[src/rtl/wb_slave_pkg.sv]
// Shared types and constants for the Wishbone classic responder.
// Bus bundles, FSM state encoding and the forced-response data word.
package wb_slave_pkg;

  typedef struct packed {
    logic [31:0] addr;
    logic [31:0] data;
    logic [3:0]  sel;
    logic        cyc;
    logic        stb;
    logic        we;
  } wb_m2s_t;

  typedef struct packed {
    logic        ack;
    logic [31:0] data;
  } wb_s2m_t;

  typedef enum logic [1:0] {
    WBS_ST_IDLE  = 2'd0,
    WBS_ST_WAIT  = 2'd1,
    WBS_ST_ACK   = 2'd2,
    WBS_ST_DRAIN = 2'd3
  } wbs_state_e;

  localparam logic [31:0] WBS_TIMEOUT_DATA = 32'hDEADBEEF;

endpackage

[src/rtl/wb_slave_timeout_cnt.sv]
// Wait-cycle counter for the responder's optional timeout.
// Flags expiry on the cycle in which the count would reach limit.
module wb_timeout_cnt (
  input  logic        clk,
  input  logic        rst,
  input  logic        clear,
  input  logic        enable,
  input  logic [15:0] limit,
  output logic        o_expired
);

  logic [15:0] cnt;

  always_ff @(posedge clk or posedge rst) begin
    if (rst) begin
      cnt <= '0;
    end else if (clear) begin
      cnt <= '0;
    end else if (enable && cnt != 16'hFFFF) begin
      cnt <= cnt + 16'd1;
    end
  end

  // compare one ahead so the limit-th waiting cycle triggers
  assign o_expired = enable &&
    (({1'b0, cnt} + 17'd1) >= {1'b0, limit});

endmodule

[src/rtl/wb_slave.sv]
// Wishbone classic single-transfer responder to a native req/valid port.
// Optional response timeout under macro WB_SLAVE_TIMEOUT_EN.
module wb_slave
  import wb_slave_pkg::*;
#(
  parameter logic [15:0] TIMEOUT_CYCLES = 16'd255
) (
  input  logic        i_clk,
  input  logic        i_rst,
  input  wb_m2s_t     i_wb,
  output wb_s2m_t     o_wb,
  output logic        o_en,
  output logic        o_we,
  output logic [31:0] o_addr,
  output logic [31:0] o_data,
  output logic [3:0]  o_strobe,
  input  logic        i_valid,
  input  logic [31:0] i_data,
  output logic        o_timeout
);

  wbs_state_e  state;
  wbs_state_e  state_nx;
  logic        ack_nx;
  logic [31:0] rdata_nx;
  logic        en_nx;
  logic        accept;
  logic        to_nx;
  logic        expired;

`ifdef WB_SLAVE_TIMEOUT_EN
  logic clr;
  logic cnt_en;

  assign cnt_en = (state == WBS_ST_WAIT) ||
                  (state == WBS_ST_DRAIN);
  assign clr = (state_nx != state) &&
               ((state_nx == WBS_ST_WAIT) ||
                (state_nx == WBS_ST_DRAIN));

  wb_timeout_cnt u_cnt (
    .clk       (i_clk),
    .rst       (i_rst),
    .clear     (clr),
    .enable    (cnt_en),
    .limit     (TIMEOUT_CYCLES),
    .o_expired (expired)
  );

  always_ff @(posedge i_clk or posedge i_rst) begin
    if (i_rst) o_timeout <= 1'b0;
    else       o_timeout <= to_nx;
  end
`else
  logic unused_limit;

  assign unused_limit = ^TIMEOUT_CYCLES;
  assign expired      = 1'b0;
  assign o_timeout    = 1'b0;
`endif

  always_ff @(posedge i_clk or posedge i_rst) begin
    if (i_rst) state <= WBS_ST_IDLE;
    else       state <= state_nx;
  end

  always_comb begin
    state_nx = state;
    ack_nx   = 1'b0;
    rdata_nx = o_wb.data;
    en_nx    = 1'b0;
    accept   = 1'b0;
    to_nx    = 1'b0;
    unique case (state)
      WBS_ST_IDLE: begin
        if (i_wb.cyc && i_wb.stb) begin
          accept   = 1'b1;
          en_nx    = 1'b1;
          state_nx = WBS_ST_WAIT;
        end
      end
      WBS_ST_WAIT: begin
        // abort outranks a coincident completion
        if (!i_wb.cyc) begin
          state_nx = i_valid ? WBS_ST_IDLE
                             : WBS_ST_DRAIN;
        end else if (i_valid) begin
          ack_nx   = 1'b1;
          rdata_nx = o_we ? 32'h0 : i_data;
          state_nx = WBS_ST_ACK;
        end else if (expired) begin
          ack_nx   = 1'b1;
          rdata_nx = WBS_TIMEOUT_DATA;
          to_nx    = 1'b1;
          state_nx = WBS_ST_ACK;
        end
      end
      WBS_ST_ACK: begin
        // a forced ack still owes the native side a completion
        state_nx = o_timeout ? WBS_ST_DRAIN
                             : WBS_ST_IDLE;
      end
      WBS_ST_DRAIN: begin
        if (i_valid || expired) begin
          state_nx = WBS_ST_IDLE;
        end
      end
      default: state_nx = WBS_ST_IDLE;
    endcase
  end

  always_ff @(posedge i_clk or posedge i_rst) begin
    if (i_rst) begin
      o_wb     <= '0;
      o_en     <= 1'b0;
      o_we     <= 1'b0;
      o_addr   <= '0;
      o_data   <= '0;
      o_strobe <= '0;
    end else begin
      o_wb.ack  <= ack_nx;
      o_wb.data <= rdata_nx;
      o_en      <= en_nx;
      if (accept) begin
        o_we     <= i_wb.we;
        o_addr   <= i_wb.addr;
        o_data   <= i_wb.data;
        o_strobe <= i_wb.sel;
      end
    end
  end

endmodule
[config.mk]
export PLATFORM = sky130hd
export DESIGN_NAME = wb_slave
export DESIGN_NICKNAME = d
export VERILOG_FILES = /design/src/rtl/wb_slave_pkg.sv /design/src/rtl/wb_slave_timeout_cnt.sv /design/src/rtl/wb_slave.sv
export SDC_FILE = /design/constraint.sdc
export NUM_CORES = 1
export LEC_CHECK = 0
export ABC_AREA = 0
export BUFFER_PORTS_ARGS = -buffer_cell sky130_fd_sc_hd__buf_2
export CAP_MARGIN = 20
export CORE_UTILIZATION = 50
export CTS_BUF_LIST = sky130_fd_sc_hd__clkbuf_4 sky130_fd_sc_hd__clkbuf_8
export CTS_CLUSTER_DIAMETER = 30
export DETAILED_ROUTE_END_ITERATION = 16
export HOLD_SLACK_MARGIN = 0.15
export PLACE_DENSITY = 0.85
export SYNTH_ARGS = -nofsm -noshare
export SYNTH_HDL_FRONTEND = slang
export SYNTH_HIERARCHICAL = 1
export SYNTH_SLANG_ARGS = --single-unit
export TNS_END_PERCENT = 100
[constraint.sdc]
create_clock -name i_clk -period 7.87 [get_ports i_clk]
set_input_delay 1.1805 -clock i_clk [delete_from_list [all_inputs] [get_ports i_clk]]
set_output_delay 1.1805 -clock i_clk [all_outputs]
set_load 0.02 [all_outputs]
==> results of run 1 <==
==> cell usage in the layout (no fill, tap or decap) <==
cell type,instances
buf_2,208
dfrtp_1,105
mux2_4,68
nand2b_1,32
nand2_1,32
o21ai_0,32
clkbuf_8,10
clkinv_4,4
buf_4,4
inv_1,2
nor2b_4,1
and3b_4,1
a21o_1,1
nand4b_1,1
inv_4,1
xnor2_1,1
and2_1,1
mux2_2,1
conb_1,1
inv_6,1
clkinvlp_4,1
buf_16,1
==> per-layer routing <==
metal  part of all wire [%]  global-route usage [%]  vias up
met1                     39                    23.8     1403
met2                     52                    36.5      124
met4                   0.91                    5.72        0
li1                       -                       -     1396
met5                      0                       0        -
met3                    8.5                    6.00       10
==> layout make-up <==
type	instances	area, µm²
clock buffers	10	138
flip-flops and latches	105	2630
fillers	629	2750
multi-input cells	172	1570
inverters	3	13.8
well taps	105	131
repair buffers	213	1100
clock inverters	6	51.3
==> kinds of logic after synthesis <==
group	count (synthesis)	share of synthesized area, %
AOI/OAI and AO/OA	33	3.79
xor gates and xnor gates	1	0.198
buffers and inverters	22	5.01
DFF	105	59.4
muxes	69	23.3
other	1	0.0848
and+or+nand+nor	68	8.18
==> critical path, cell delays in order <==
cell	delay, ns
buf_2	0.09
nor2b_4	0.15
and3b_4	0.29
buf_4	0.26
buf_16	0.35
mux2_2	0.39
==> synthesized netlist by cell type (3+ instances only) <==
cell and number:
clkbuf_1 5, dfrtp_1 105, buf_2 4, nand2_1 32
o21ai_0 32, mux2_4 68, buf_12 8, nand2b_1 32
inv_1 3
==> worst max-delay path by stage <==
| stage | startpoint | end | slack (ns) | cells after the start |
|---|---|---|---|---|
| after CTS | i_wb[2] | o_data[23] | 5.05 | 5 |
| after global placement | i_wb[2] | o_data[23] | 4.75 | 5 |
| after global routing | i_wb[2] | o_data[23] | 5.33 | 6 |
| after detailed placement | i_wb[2] | o_data[23] | 4.67 | 5 |
| after floorplan | i_rst | o_addr[0] | 3.93 | 1 |
| final | i_wb[2] | o_data[23] | 5.38 | 6 |
==> power breakdown <==
part	switching, µW	leakage [µW]	internal (µW)
Combinational	383	0.00161	313
Clock	182	0.0000931	127
Sequential	89.2	0.00128	701
Total	655	0.00299	1140
==> state kept, by name, summed over array words and instances (netlist names) <==
name and count:
o_data 32, o_en 1, o_strobe 4, o_we 1, state 2, o_wb 33
o_addr 32
==> through the flow <==
stage | util, % | power [µW] | area, µm² | setup slack, ns
floorplan | - | 1260 | 4420 | 3.93
global placement | 64.6 | 1470 | 5420 | 4.75
detailed placement | 64.6 | 1500 | 5420 | 4.67
CTS | 66.9 | 1820 | 5610 | 5.05
global route | 67.2 | 1910 | 5630 | 5.33
finish | 67.2 | 1800 | 5630 | 5.38
==> results.sh, run 1 <==
export IMPL_gp_congestion=0.678
export IMPL_min_delay_path_depth=2
export IMPL_diodes=0
export IMPL_syn_nets=405
export IMPL_cts_root_buffer_cell="clkbuf_8"
export IMPL_drt_iter0_markers=58
export IMPL_place_hpwl_mm=6.93
export IMPL_cts_tree="done"
export IMPL_ys_ff_latch=105
export IMPL_crit_fanout=56
export IMPL_r2r_setup_slack_ns=5.90
export IMPL_crit_type="input pin to flip-flop"
export IMPL_die_w_um=96.1
export IMPL_finalCritPeriodShare_pct=31.6
export IMPL_die_h_um=96.1
export IMPL_grtUsageTotal_pct=20.5
export IMPL_drc=0
export IMPL_htreeDepth=3
export IMPL_worstMarginPinSlew_ns=0.671
export IMPL_antenna_found_initial=0
export IMPL_layout_drive_gt1_share_pct=59.1
export IMPL_synth_ff_type="dfrtp_1"
export IMPL_p_leak_uw=0.00299
export IMPL_ys_types=19
export IMPL_post_cts_buffers=0
export IMPL_netlist_area_leader_share_pct=59.4
export IMPL_grt_start_max_net_pins=66
export IMPL_start_util_pct=52.8
export IMPL_clk_path_buf_depth=2
export IMPL_area_growth_pct=27.4
export IMPL_syn_area_per_cell_um2=14.8
export IMPL_via_count=2933
export IMPL_slew_headroom_pct=55.3
export IMPL_setup_tns_ns=0
export IMPL_netlist_instances=299
export IMPL_rows=33
export IMPL_wl_per_cell_um=15.4
export IMPL_clock_skew_ns=0.00678
export IMPL_yosysSeqAreaShare_pct=59.4
export IMPL_post_cts_resized=0
export IMPL_pin_count=210
export IMPL_insertion_delay_ns=0.34
export IMPL_clk_pin_slew_ns=0.10
export IMPL_dp_cells=597
export IMPL_clkSinkCount=105
export IMPL_cts_buffers=9
export IMPL_r2r_cells=5
export IMPL_powerDensity_nw_per_um2=319
export IMPL_holdPathEnd="o_wb[31]"
export IMPL_end_kind="flip-flop"
export IMPL_hold_buffers=0
export IMPL_async_flop_share_pct=100
export IMPL_viasPerCell=4.78
export IMPL_layout_nets=610
export IMPL_grt_setup_unrepaired="false"
export IMPL_dieArea_um2=9230
export IMPL_setup_viol=0
export IMPL_period_minus_slack_ns=2.49
export IMPL_hold_worst_slack_ns=0.486
export IMPL_cp_data_required_time_ns=8.10
export IMPL_r2r_start="state[1]"
export IMPL_finalWirelength_mm=9.43
export IMPL_hold_class="flip-flop to flip-flop"
export IMPL_ir_drop_mv=0.165
export IMPL_run_status="complete, no violations"
export IMPL_max_freq_ghz=0.402
export IMPL_ant_nets=0
export IMPL_synth_edf_count=0
export IMPL_cp_arrival_ns=2.72
export IMPL_final_hold_viol_count=0
export IMPL_final_cells=614
export IMPL_reg2reg_to="o_data[23]"
export IMPL_synth_area_leader_cell="dfrtp_1"
export IMPL_synth_area_leaders="dfrtp_1 59%, mux2_4 23%, nand2b_1 4.5%"
export IMPL_grt_pass1_wl_mm=14.4
export IMPL_yosysWarningCount=6
export IMPL_drv_cap=0
export IMPL_portBuffers=208
export IMPL_synth_area_um2=4420
export IMPL_first_pass_iters=4
export IMPL_min_delay_start="o_wb[31]"
export IMPL_core_region_area_um2=8380
export IMPL_grt_pass1_vias=3042
export IMPL_grt_overflow=0
export IMPL_drv_slew=0
export IMPL_start_kind="input pin"
(Power assumes the default switching activity.)
==> run 2, diff against run 1 <==
CORE_UTILIZATION = 43   (was 50)
PLACE_DENSITY = 0.78   (was 0.85)
clock period = 2.1 ns   (was 7.87 ns; I/O delays follow)
==> results.sh, run 2 (synthesis gave the netlist of run 1 again) <==
export IMPL_max_freq_ghz=0.606
export IMPL_critPathMaxStageDelay_ns=0.41
export IMPL_slew_headroom_pct=64.5
export IMPL_crit_fanout=24
export IMPL_cts_root_buffer_cell="clkbuf_8"
export IMPL_seqPwrFrac_pct=44.5
export IMPL_grt_pass1_vias=2829
export IMPL_core_region_area_um2=9860
export IMPL_wl_per_cell_um=14.7
export IMPL_switching_share_pct=35.4
export IMPL_portBuffers=208
export IMPL_cp_data_required_time_ns=2.33
export IMPL_clkPwrFrac_pct=17.0
export IMPL_period_minus_slack_ns=1.65
export IMPL_regArea_um2=2630
export IMPL_drv_slew=0
export IMPL_grt_overflow=0
export IMPL_clk_pin_slew_ns=0.09
export IMPL_worstMarginPinSlew_ns=0.533
export IMPL_hold_class="input pin to flip-flop"
export IMPL_finalCritPeriodShare_pct=78.5
export IMPL_area_growth_pct=28.9
export IMPL_cp_arrival_ns=1.88
export IMPL_run_status="complete, no violations"
export IMPL_p_leak_uw=0.00300
export IMPL_multi_input_area_um2=1570
export IMPL_cts_buffers=9
export IMPL_fill_cells=839
export IMPL_grt_setup_unrepaired="false"
export IMPL_layout_drive_gt1_share_pct=59.1
export IMPL_post_cts_buffers=0
export IMPL_finalWirelength_mm=9.44
export IMPL_r2r_setup_slack_ns=0.45
export IMPL_setup_tns_ns=0
export IMPL_reg_top3="o_wb: 33 flops, o_addr: 32 flops, o_data: 32 flops"
export IMPL_cpMaxStageDelayCell="dfrtp_1"
export IMPL_p_comb_share_pct=38.5
export IMPL_grt_pass1_wl_mm=13.8
export IMPL_setup_slack_ns=0.451
export IMPL_pre_cts_ws_ns=0.432
export IMPL_pin_count=210
export IMPL_first_pass_iters=4
export IMPL_holdPathEnd="o_data[21]"
export IMPL_crit_type="flip-flop to flip-flop"
export IMPL_start_util_pct=44.8
export IMPL_hold_buffers=1
export IMPL_viasPerCell=4.63
export IMPL_powerDensity_nw_per_um2=1180
export IMPL_r2r_start="state[1]"
export IMPL_layout_common_cells="208 x buf_2, 105 x dfrtp_1, 68 x mux2_4"
export IMPL_setup_viol=0
export IMPL_start_kind="flip-flop"
export IMPL_die_w_um=103
export IMPL_drc=0
export IMPL_rows=36
export IMPL_largest_register="o_wb"
export IMPL_insertion_delay_ns=0.34
export IMPL_hold_worst_slack_ns=0.190
export IMPL_largest_reg_flops=33
export IMPL_layout_commonest_cell="buf_2"
export IMPL_worstPathCellList="nor2b_4, and3b_4, buf_12, mux2_4"
export IMPL_antenna_found_initial=0
export IMPL_diodes=0
export IMPL_drv_cap=0
export IMPL_clk_path_buf_depth=2
export IMPL_drt_iter0_markers=63
export IMPL_min_delay_path_depth=2
export IMPL_cts_tree="done"
export IMPL_layout_nets=613
export IMPL_grt_start_max_net_pins=93
export IMPL_min_delay_start="i_wb[28]"
export IMPL_switchingPower_uw=2380
export IMPL_ir_drop_mv=0.519
export IMPL_r2r_cells=4
export IMPL_end_kind="flip-flop"
export IMPL_place_hpwl_mm=6.90
export IMPL_post_cts_resized=0
export IMPL_clock_skew_ns=0.00643
export IMPL_die_h_um=103
export IMPL_grtUsageTotal_pct=17.2
export IMPL_reg2reg_to="o_addr[20]"
export IMPL_htreeDepth=3
export IMPL_dieArea_um2=10700
export IMPL_via_count=2982
export IMPL_ant_nets=0
export IMPL_gp_congestion=0.753
export IMPL_clkSinkCount=105
export IMPL_post_route_util_pct=57.8
export IMPL_final_hold_viol_count=0
export IMPL_intPower_uw=4340
run 2: worst max-delay path, delay by kind of cell, from the launching register on:
family / cells / cell delay (ns)
mux: 1 / 0.32
buf+inv: 1 / 0.26
simple gates: 2 / 0.52
flops: 1 / 0.41
run 2: power groups by stage:
| stage | Combinational, µW | Sequential (µW) | Clock (µW) |
|---|---|---|---|
| 6_report | 2590 | 2990 | 1140 |
| 3_5_place_dp | 2620 | 3020 | 0 |
| 4_1_cts | 2620 | 3000 | 1180 |
| 2_1_floorplan | 990 | 3740 | 0 |
| 5_1_grt | 2780 | 3070 | 1260 |
| 3_3_place_gp | 2550 | 2990 | 0 |
run 2: stage by stage:
stage	area [µm²]	total power, µW	cells
final	5700	6710	644
after detailed placement	5510	5630	628
after global routing	5700	7100	644
after global placement	5510	5540	628
after floorplan	4430	4730	299
after CTS	5700	6800	644
run 2: worst max path at each step:
stage,startpoint,endpoint,slack [ns],cells past startpoint
floorplan,i_rst,o_addr[0],0.53,1
global placement,i_wb[2],o_addr[14],0.47,5
detailed placement,i_wb[2],o_strobe[1],0.43,5
CTS,state[1],o_addr[20],0.45,4
global route,state[1],o_addr[16],0.38,4
finish,state[1],o_addr[20],0.45,4
run 2: layout make-up:
| type | count | share of cell area [%] |
|---|---|---|
| Clock buffer | 15 | 3.07 |
| Inverter | 3 | 0.263 |
| Multi-Input combinational cell | 172 | 27.6 |
| Sequential cell | 105 | 46.1 |
| Tap cell | 133 | 2.92 |
| Timing Repair Buffer | 216 | 20.0 |
run 2: per-layer routing:
layer | global-route usage [%] | vias to the layer above | routed length, µm
li1 | - | 1405 | -
met1 | 20.8 | 1445 | 3930
met2 | 29.4 | 123 | 4700
met3 | 4.37 | 9 | 695
met4 | 6.93 | 0 | 114
met5 | 0 | - | 0
